$ cat config.mk
export PLATFORM = sky130hd
export DESIGN_NAME = amax10_sysid_timeout
export DESIGN_NICKNAME = d
export VERILOG_FILES = /design/src/rtl/amax10_qsys_sysid_checker_pkg.sv /design/src/rtl/amax10_qsys_sysid_checker_timeout.sv
export SDC_FILE = /design/constraint.sdc
export NUM_CORES = 1
export LEC_CHECK = 0
export ABC_CLOCK_PERIOD_IN_PS = 1300
export BUFFER_PORTS_ARGS = -buffer_cell sky130_fd_sc_hd__buf_2
export CAP_MARGIN = 20
export CORE_AREA = 2 2 39 41
export CTS_BUF_LIST = sky130_fd_sc_hd__clkbuf_16
export DETAILED_ROUTE_END_ITERATION = 12
export DIE_AREA = 0 0 41 43
export SLEW_MARGIN = 20
export SYNTH_ARGS = -nofsm -noshare
export SYNTH_HDL_FRONTEND = slang
export SYNTH_SLANG_ARGS = --single-unit
$ cat constraint.sdc
create_clock -name clock -period 1.3 [get_ports clock]
set_input_delay 0.26 -clock clock [delete_from_list [all_inputs] [get_ports clock]]
set_output_delay 0.26 -clock clock [all_outputs]
set_load 0.02 [all_outputs]
$ cat src/rtl/amax10_qsys_sysid_checker_pkg.sv
// Shared definitions for the Qsys system-ID checker: FSM state encoding,
// result codes, sysid word offsets and a counter-width helper.
package amax10_sysid_pkg;

  // Sequencer states.
  typedef enum logic [2:0] {
    ST_IDLE  = 3'd0,
    ST_RD_ID = 3'd1,
    ST_RD_TS = 3'd2,
    ST_CHECK = 3'd3,
    ST_PASS  = 3'd4,
    ST_FAIL  = 3'd5
  } state_t;

  // Result codes reported on fail_code.
  typedef enum logic [1:0] {
    FC_NONE    = 2'd0,
    FC_ID      = 2'd1,
    FC_TS      = 2'd2,
    FC_TIMEOUT = 2'd3
  } fail_code_t;

  // Word offsets inside the sysid slave.
  localparam logic SYSID_OFS_ID = 1'b0;
  localparam logic SYSID_OFS_TS = 1'b1;

  // Width of a counter that must hold values 0..max_val without wrapping.
  function automatic int cnt_width(input int max_val);
    int w;
    w = $clog2(max_val + 1);
    return (w < 1) ? 1 : w;
  endfunction

endpackage : amax10_sysid_pkg

$ cat src/rtl/amax10_qsys_sysid_checker_timeout.sv
// Stall watchdog for one Avalon read: a clear/enable counter that sits at
// TIMEOUT_CYCLES once reached and flags it on tc. The owner clears it on
// every new read and when it acts on tc, so tc lasts a single cycle.
module amax10_sysid_timeout
  import amax10_sysid_pkg::*;
#(
  parameter int TIMEOUT_CYCLES = 16
) (
  input  logic clock,
  input  logic reset_n,
  input  logic clr,
  input  logic en,
  output logic tc
);

  localparam int CNT_W = cnt_width(TIMEOUT_CYCLES);
  localparam logic [CNT_W-1:0] CNT_MAX = CNT_W'(TIMEOUT_CYCLES);

  logic [CNT_W-1:0] cnt_q;

  // Count stall cycles; saturate at the terminal value so the count never wraps.
  // NOTE: clocked state uses non-blocking assignments so every register samples
  // pre-edge values regardless of process evaluation order.
  always_ff @(posedge clock or negedge reset_n) begin
    if (!reset_n) begin
      cnt_q <= '0;
    end else if (clr) begin
      cnt_q <= '0;
    end else if (en && (cnt_q != CNT_MAX)) begin
      cnt_q <= cnt_q + CNT_W'(1);
    end
  end

  assign tc = (cnt_q == CNT_MAX);

endmodule : amax10_sysid_timeout

== Word-level counts from Yosys, hierarchy flattened ==
Index checks and enable logic that the tools add are counted.

* Bits in registers: 5

* $add $sub $neg: 1
* Equal/unequal tests: 2
* Multiplexer cells: 2
* Reduce and logical (&&, ||, !) cells: 2

{| class="wikitable"
|+ Operators by type and width
! kind !! count
|-
| $mux W5 || 2
|-
| $add A5 B1 Y5 const B || 1
|-
| $eq A5 B5 Y1 const B || 1
|-
| $ne A5 B5 Y1 const B || 1
|-
| $reduce_bool A2 Y1 || 1
|-
| $logic_and A1 B1 Y1 || 1
|}

== Logic depth before layout (Yosys ltp) ==
Gate-level depths: netlist of the first run.

* Word-level depth: 4
* Depth in mapped cells: 5

== Least setup slack after synthesis of the first run ==
Ideal clock, no wire load.

* Path type: register -> register
* Start: register cnt_q[0]
* End: register cnt_q[0]
* Setup time: 0.125 ns
* Data arrival time: 1.470 ns
* Required time: 1.175 ns
* Path slack: -0.295 ns
* Stages on the path, launching flop included: 6
* Cell sequence: dfrtp_1 inv_1 ha_1 nor4bb_4 nor2b_2 mux2_4

* Word-level cells in the longest chain between the ends: 3
* Elaborated cells between the ends (all ways): 6

{| class="wikitable"
|+ Ends and longest elaborated chain
! what !! line !! text
|-
| start, declared || amax10_qsys_sysid_checker_timeout.sv:19 || <nowiki>logic [CNT_W-1:0] cnt_q;</nowiki>
|-
| start signal, assigned || amax10_qsys_sysid_checker_timeout.sv:30 || <nowiki>cnt_q <= cnt_q + CNT_W'(1);</nowiki>
|-
| $add A5 B1 Y5 / $ne A5 B5 Y1 (equally long branches) || amax10_qsys_sysid_checker_timeout.sv:30, amax10_qsys_sysid_checker_timeout.sv:29 ||
|-
| $mux W5 / $logic_and A1 B1 Y1 (equally long branches) || amax10_qsys_sysid_checker_timeout.sv:29 || <nowiki>end else if (en && (cnt_q != CNT_MAX)) begin</nowiki>
|-
| $mux W5 / $reduce_bool A2 Y1 (equally long branches) || n/a ||
|}

Several ways; a longest one is shown, not always the timed one. The select of a mux whose other input is x is not followed.
A chain may end at the register's enable or synchronous reset.

== Worst setup path in the final report of the first run ==
* Start: register cnt_q[1]
* End: output tc

* Word-level cells in the longest chain between the ends: 1

{| class="wikitable"
|+ Ends and longest elaborated chain
! what !! line !! text
|-
| $eq A5 B5 Y1 || amax10_qsys_sysid_checker_timeout.sv:34 || <nowiki>assign tc = (cnt_q == CNT_MAX);</nowiki>
|-
| end, declared || amax10_qsys_sysid_checker_timeout.sv:13 || <nowiki>output logic tc</nowiki>
|}

No other way between the ends.

==> qor.csv, run 1 <==
metric;value;unit
area grow syn2layout;77.4;%
run status;finished, violations left;
failing checks;setup timing;
Critical Path AT;1.20;ns
Final Worst Setup Slack;-0.159;ns
critical path class;flop to output port;
most flop-heavy register;cnt_q;
vias;247;
chip height;43;µm
most frequent cells in the layout;buf_4, dfrtp_1, nor2_1;
Min-Delay Path Class;input port to flop;
H-tree depth;1;
GR Overflow Total;0;
Placer Congestion;0.659;
vias in the first global route;240;
Pwr Density;1430;nW/µm²
Clock Path Buffers;2;
met1 Usage GRT;10.5;%
Synth Area in Simple Gates;29.9;%
LEAKAGE;0.245;nW
hold slack;0.285;ns
count of different cell masters after synthesis;14;
Max Slew Vio Count;0;
Clock Skews;0.00109;ns
largest net degree at the start of global routing;8;
GR Util All Layers;9.20;%
Ports;5;
Largest regs;cnt_q x5;
Clock transition at path regs;0.03;ns
clock root cell;clkbuf_16;
DR vias/cell;4.05;
RSZ-0062 raised after global routing;true;
initial antenna violation count;0;
CP Capture Type;output port;
period utilization;112;%
width of the die;41;µm
Synth Area per Inst;10.8;µm²
port buffer count;4;
max_cap viols;0;
Largest register FFs;5;
Cell Count, Final, Fillers Out;61;
Setup violations, final;4;
flop2flop setup slack;-0.11;ns
clk_lat worst skew;0.22;ns
setup TNS;-0.408;ns
Net Count, Synth;33;
main combinational cell family by area after synthesis;simple AND/OR/NAND/NOR gates;
Peak Freq;685;MHz
sequential fraction of the synthesis area;42.7;%
CTS tree;yes;
layout cells sized above 1;53.3;%
register area;125;µm²
layout net count;52;
DP Cell Count;53;
Syn Inst Count;27;
final wirelength;658;µm
antenna diode count;0;
Tmin final;1.46;ns
most common cell after layout, fill and taps aside;buf_4;
met2 global-route usage;14.4;%
critical path peak fanout;2;
slew at the pin closest to its max-slew limit;0.231;ns
mux share of post-synthesis cell area;8.55;%
footprint of the multi-input gates;184;µm²
Critical Path RT;1.04;ns
adder-cell share of the synthesized area;8.55;%
total CTS buffers;3;
layout filler cell count;140;
CTS sink cnt;5;
drt wl/cell;10.8;µm
#FFs+latches synth;5;
DRC violations left;0;
Finished Core Util;37.5;%
Yosys warning count;0;
met3 usage;6.81;%
busiest grt layer;met2;
first-pass GRT wire length;1.01;mm
compound-gate portion of the synthesized area;1.71;%
VDD IR-drop max;0.00163;V
effective utilization at floorplan;21.2;%
XOR/XNOR Fraction of Synth Area;5.98;%
antenna-violating nets left;0;
final hold violation count;0;
Die Area;1760;µm²
Placeable Area;1380;µm²
Slew headroom;84.6;%
drt first pass iters;1;
1st-iter DRT viols;0;
Worst setup SP type;flop;
DP HPWL;420;µm
Rows;14;
synthesized area;293;µm²
[critical path, stage by stage, from the launching register on]
cell      delay (ns)
dfrtp_1         0.38
inv_2           0.08
ha_4            0.12
nor4bb_4        0.21
buf_4           0.19
[logic make-up (layout without fill, tap and decap cells)]
| group | Yosys count | after routing |
|---|---|---|
| AND/OR/NAND/NOR | 13 | 13 |
| flip-flops | 5 | 5 |
| adder cells (fa/ha/maj) | 2 | 2 |
| XOR/XNOR | 2 | 2 |
| multiplexers | 2 | 2 |
| buffers and inverters | 2 | 20 |
| AO/OA/AOI/OAI | 1 | 1 |
[repair_timing]
item	in CTS	in global routing
gates resized for setup	8	1
buffers inserted	3	0
hold endpoints to repair	5	0
hold buffers	1	0
endpoints found under the setup margin	4	5
pin swaps	1	2
[cell usage after synthesis]
master    number  share of area [%]
mux2i_1        1                3.4
nor2b_2        1                3.0
nor2_1         4                5.1
a21oi_1        1                1.7
nand2_1        2                2.6
inv_1          2                2.6
nand4_1        2                4.3
nand2b_1       2                4.3
mux2_4         1                5.1
xor2_1         2                6.0
dfrtp_1        5                 43
ha_1           2                8.5
or3_1          1                2.1
nor4bb_4       1                8.5
[path summary, 6_finish.rpt]
path	from	to	cells past startpoint
setup / recovery	cnt_q[1]	tc	4
hold / removal	clr	cnt_q[2]	2
setup reg to reg	cnt_q[1]	cnt_q[0]	6
hold reg to reg	cnt_q[4]	cnt_q[4]	2
max in group asynchronous	reset_n	cnt_q[0]	2
min in group asynchronous	reset_n	cnt_q[2]	2
[power by group]
group	switching (mW)	internal (mW)
Clock	0.0940	0.398
Sequential	0.00427	0.163
Combinational	0.0323	0.0492
[metrics by stage]
stage	setup slack [ns]	area (µm²)	total power, mW
floorplan	-0.207	293	0.196
detailed placement	-0.0630	378	0.227
global route	-0.218	519	0.767
global placement	-0.0428	378	0.227
CTS	-0.168	517	0.748
finish	-0.159	519	0.740
[cell type report]
type / instances / share of cell area, %
multi-input cells: 20 / 35.4
flip-flops and latches: 5 / 24.1
repair buffers: 14 / 20.0
clock buffers: 3 / 14.5
well taps: 16 / 3.86
inverters: 2 / 1.45
clock inverters: 1 / 0.723
[routing by layer]
layer / part of all wire, % / vias up
met2: 54 / 3
met1: 41 / 118
met5: 0 / -
li1: - / 126
met3: 4.7 / 0
met4: 0 / 0
(Power assumes the default switching activity.)
==> run 2: changes to the inputs <==
Settings changed: ABC_CLOCK_PERIOD_IN_PS 1300 to 1400.
Clock period 1.3 ns to 1.4 ns, I/O delays scaled along.
==> run 2 against run 1 <==
The run still ends with setup timing left. Sequential share of layout area increased by 1.7 points. Core utilization decreased by 2.5 points. Non-clock buffer count decreased by 5. Sequential cell count unchanged. Clock skew about the same. Cell area decreased by 6.7%. Combinational power decreased by 27%. Critical path depth unchanged. Global-route usage decreased by 1.0 points. Register-to-register slack improved by 0.12 ns. Sequential power decreased by 7%. Setup slack improved by 0.091 ns.
==> qor.csv, run 2 (synthesis results as in run 1) <==
metric;value;unit;change
drt wl/cell;9.75;µm;-9.6%
Slew headroom;84.8;%;+0.23 points
GR Overflow Total;0;;unchanged
1st-iter DRT viols;4;;+4
Final Worst Setup Slack;-0.0678;ns;+0.0913 ns
final hold violation count;0;;unchanged
Clock Path Buffers;2;;unchanged
DP HPWL;395;µm;-5.9%
CP Capture Type;output port;;
Min-Delay Path Class;input port to flop;;
slew at the pin closest to its max-slew limit;0.227;ns;-0.00350 ns
max_cap viols;0;;unchanged
width of the die;41;µm;unchanged
delay-heaviest family, CP;flip-flops;;
Buf+Inv Stages, Crit Path;2;;unchanged
Max Slew Vio Count;0;;unchanged
final wirelength;546;µm;-17%
DP Cell Count;49;;-7.5%
Flop pwr share;23.0;%;+0.4 points
Ports;5;;unchanged
critical path, cell by cell;inv_2 -> ha_4 -> nor4bb_4 -> buf_4;;
Worst path max stage delay;0.38;ns;about the same
port buffer count;4;;unchanged
Largest register FFs;5;;unchanged
Clock transition at path regs;0.03;ns;about the same
setup TNS;-0.0678;ns;+0.340 ns
Placer Congestion;0.670;;+1.7%
most flop-heavy register;cnt_q;;
Setup violations, final;1;;-3
most common cell after layout, fill and taps aside;dfrtp_1;;
period utilization;105;%;
Final Cell Area;484;µm²;-6.7%
RSZ-0062 raised after global routing;true;;
Worst setup SP type;flop;;
critical path class;flop to output port;;
antenna diode count;0;;unchanged
GR Util All Layers;8.18;%;-1.0 points
Comb pwr share;8.9;%;-2.1 points
largest net degree at the start of global routing;8;;unchanged
clk_lat worst skew;0.23;ns;about the same
failing checks;setup timing;;
switching share of power;17.6;%;about the same
Peak Freq;681;MHz;
CTS sink cnt;5;;unchanged
Critical Path RT;1.12;ns;+0.08 ns
Largest regs;cnt_q x5;;
H-tree depth;1;;unchanged
first-pass GRT wire length;897;µm;-11%
initial antenna violation count;0;;unchanged
effective utilization at floorplan;21.2;%;unchanged
Die Area;1760;µm²;unchanged
Clock Skews;0.00118;ns;+0.0000899 ns
DR vias/cell;4.11;;+1.4%
Clock Power Share;68.1;%;+1.7 points
Critical Path AT;1.19;ns;about the same
CTS tree;yes;;
critical path peak fanout;2;;unchanged
LEAKAGE;0.226;nW;-7.8%
drt first pass iters;3;;+2
total CTS buffers;3;;unchanged
VDD IR-drop max;0.000692;V;-58%
Cell Count, Final, Fillers Out;56;;-8.2%
area grow syn2layout;65.4;%;
vias;230;;-6.9%
Worst path slowest cell;dfrtp_1;;
chip height;43;µm;unchanged
Placeable Area;1380;µm²;unchanged
most frequent cells in the layout;dfrtp_1, nor2_1, buf_4;;
Pwr Density;1390;nW/µm²;-2.4%
DRC violations left;0;;unchanged
layout cells sized above 1;47.5;%;-5.8 points
Tmin final;1.47;ns;
Sw Pwr;119;µW;-9.0%
vias in the first global route;229;;-4.6%
antenna-violating nets left;0;;unchanged
clock root cell;clkbuf_16;;
Rows;14;;unchanged
run status;finished, violations left;;
Placement Cell Area;348;µm²;-7.9%
layout net count;47;;-9.6%
Int Power;555;µW;-8.9%
[run 2: layer usage]
layer  GRT usage (%)  vias up  wire (µm)
met5               0        -          0
met1            9.51      102        262
met2            10.3        7        225
li1                -      119          -
met4            8.00        0         19
met3            3.66        2         39
[run 2: power groups by stage]
stage | registers [mW] | logic (mW) | clock network (mW)
floorplan | 0.158 | 0.0240 | 0
global placement | 0.156 | 0.0472 | 0
detailed placement | 0.156 | 0.0475 | 0
CTS | 0.155 | 0.0568 | 0.471
global route | 0.156 | 0.0687 | 0.476
finish | 0.155 | 0.0597 | 0.459
[run 2: final timing paths]
kind                             to  startpoint  slack, ns  cells past startpoint
min reg2reg                cnt_q[4]    cnt_q[4]       0.53                      2
max                              tc    cnt_q[0]      -0.07                      4
min in group asynchronous  cnt_q[1]     reset_n       0.40                      2
max reg2reg                cnt_q[0]    cnt_q[0]       0.01                      6
min                        cnt_q[2]         clr       0.28                      2
max in group asynchronous  cnt_q[4]     reset_n       0.86                      2
[run 2: area by class of cell]
class	count	area [µm²]
inverter	2	7.51
tap	16	20.0
sequential	5	125
multi-input combinational	20	186
clock buffer	3	75.1
clock inverter	1	3.75
timing repair buffer	9	66.3
fill	140	900
[run 2: timing repair]
item	in CTS	in global routing
setup buffers	1	1
endpoints found under the setup margin	1	3
endpoints found under the hold margin	5	0
hold buffers	1	0
pin swaps	1	2
gates resized for setup	6	3
[run 2: metrics by stage]
| step | hold WS, ns | setup slack [ns] | power, mW | util, % |
|---|---|---|---|---|
| global placement | 0.105 | 0.0668 | 0.203 | 25.1 |
| CTS | 0.295 | -0.0818 | 0.683 | 33.5 |
| detailed placement | 0.107 | 0.0369 | 0.204 | 25.1 |
| floorplan | -0.0156 | -0.109 | 0.182 | - |
| finish | 0.283 | -0.0678 | 0.674 | 35.0 |
| global route | 0.310 | -0.145 | 0.700 | 35.0 |
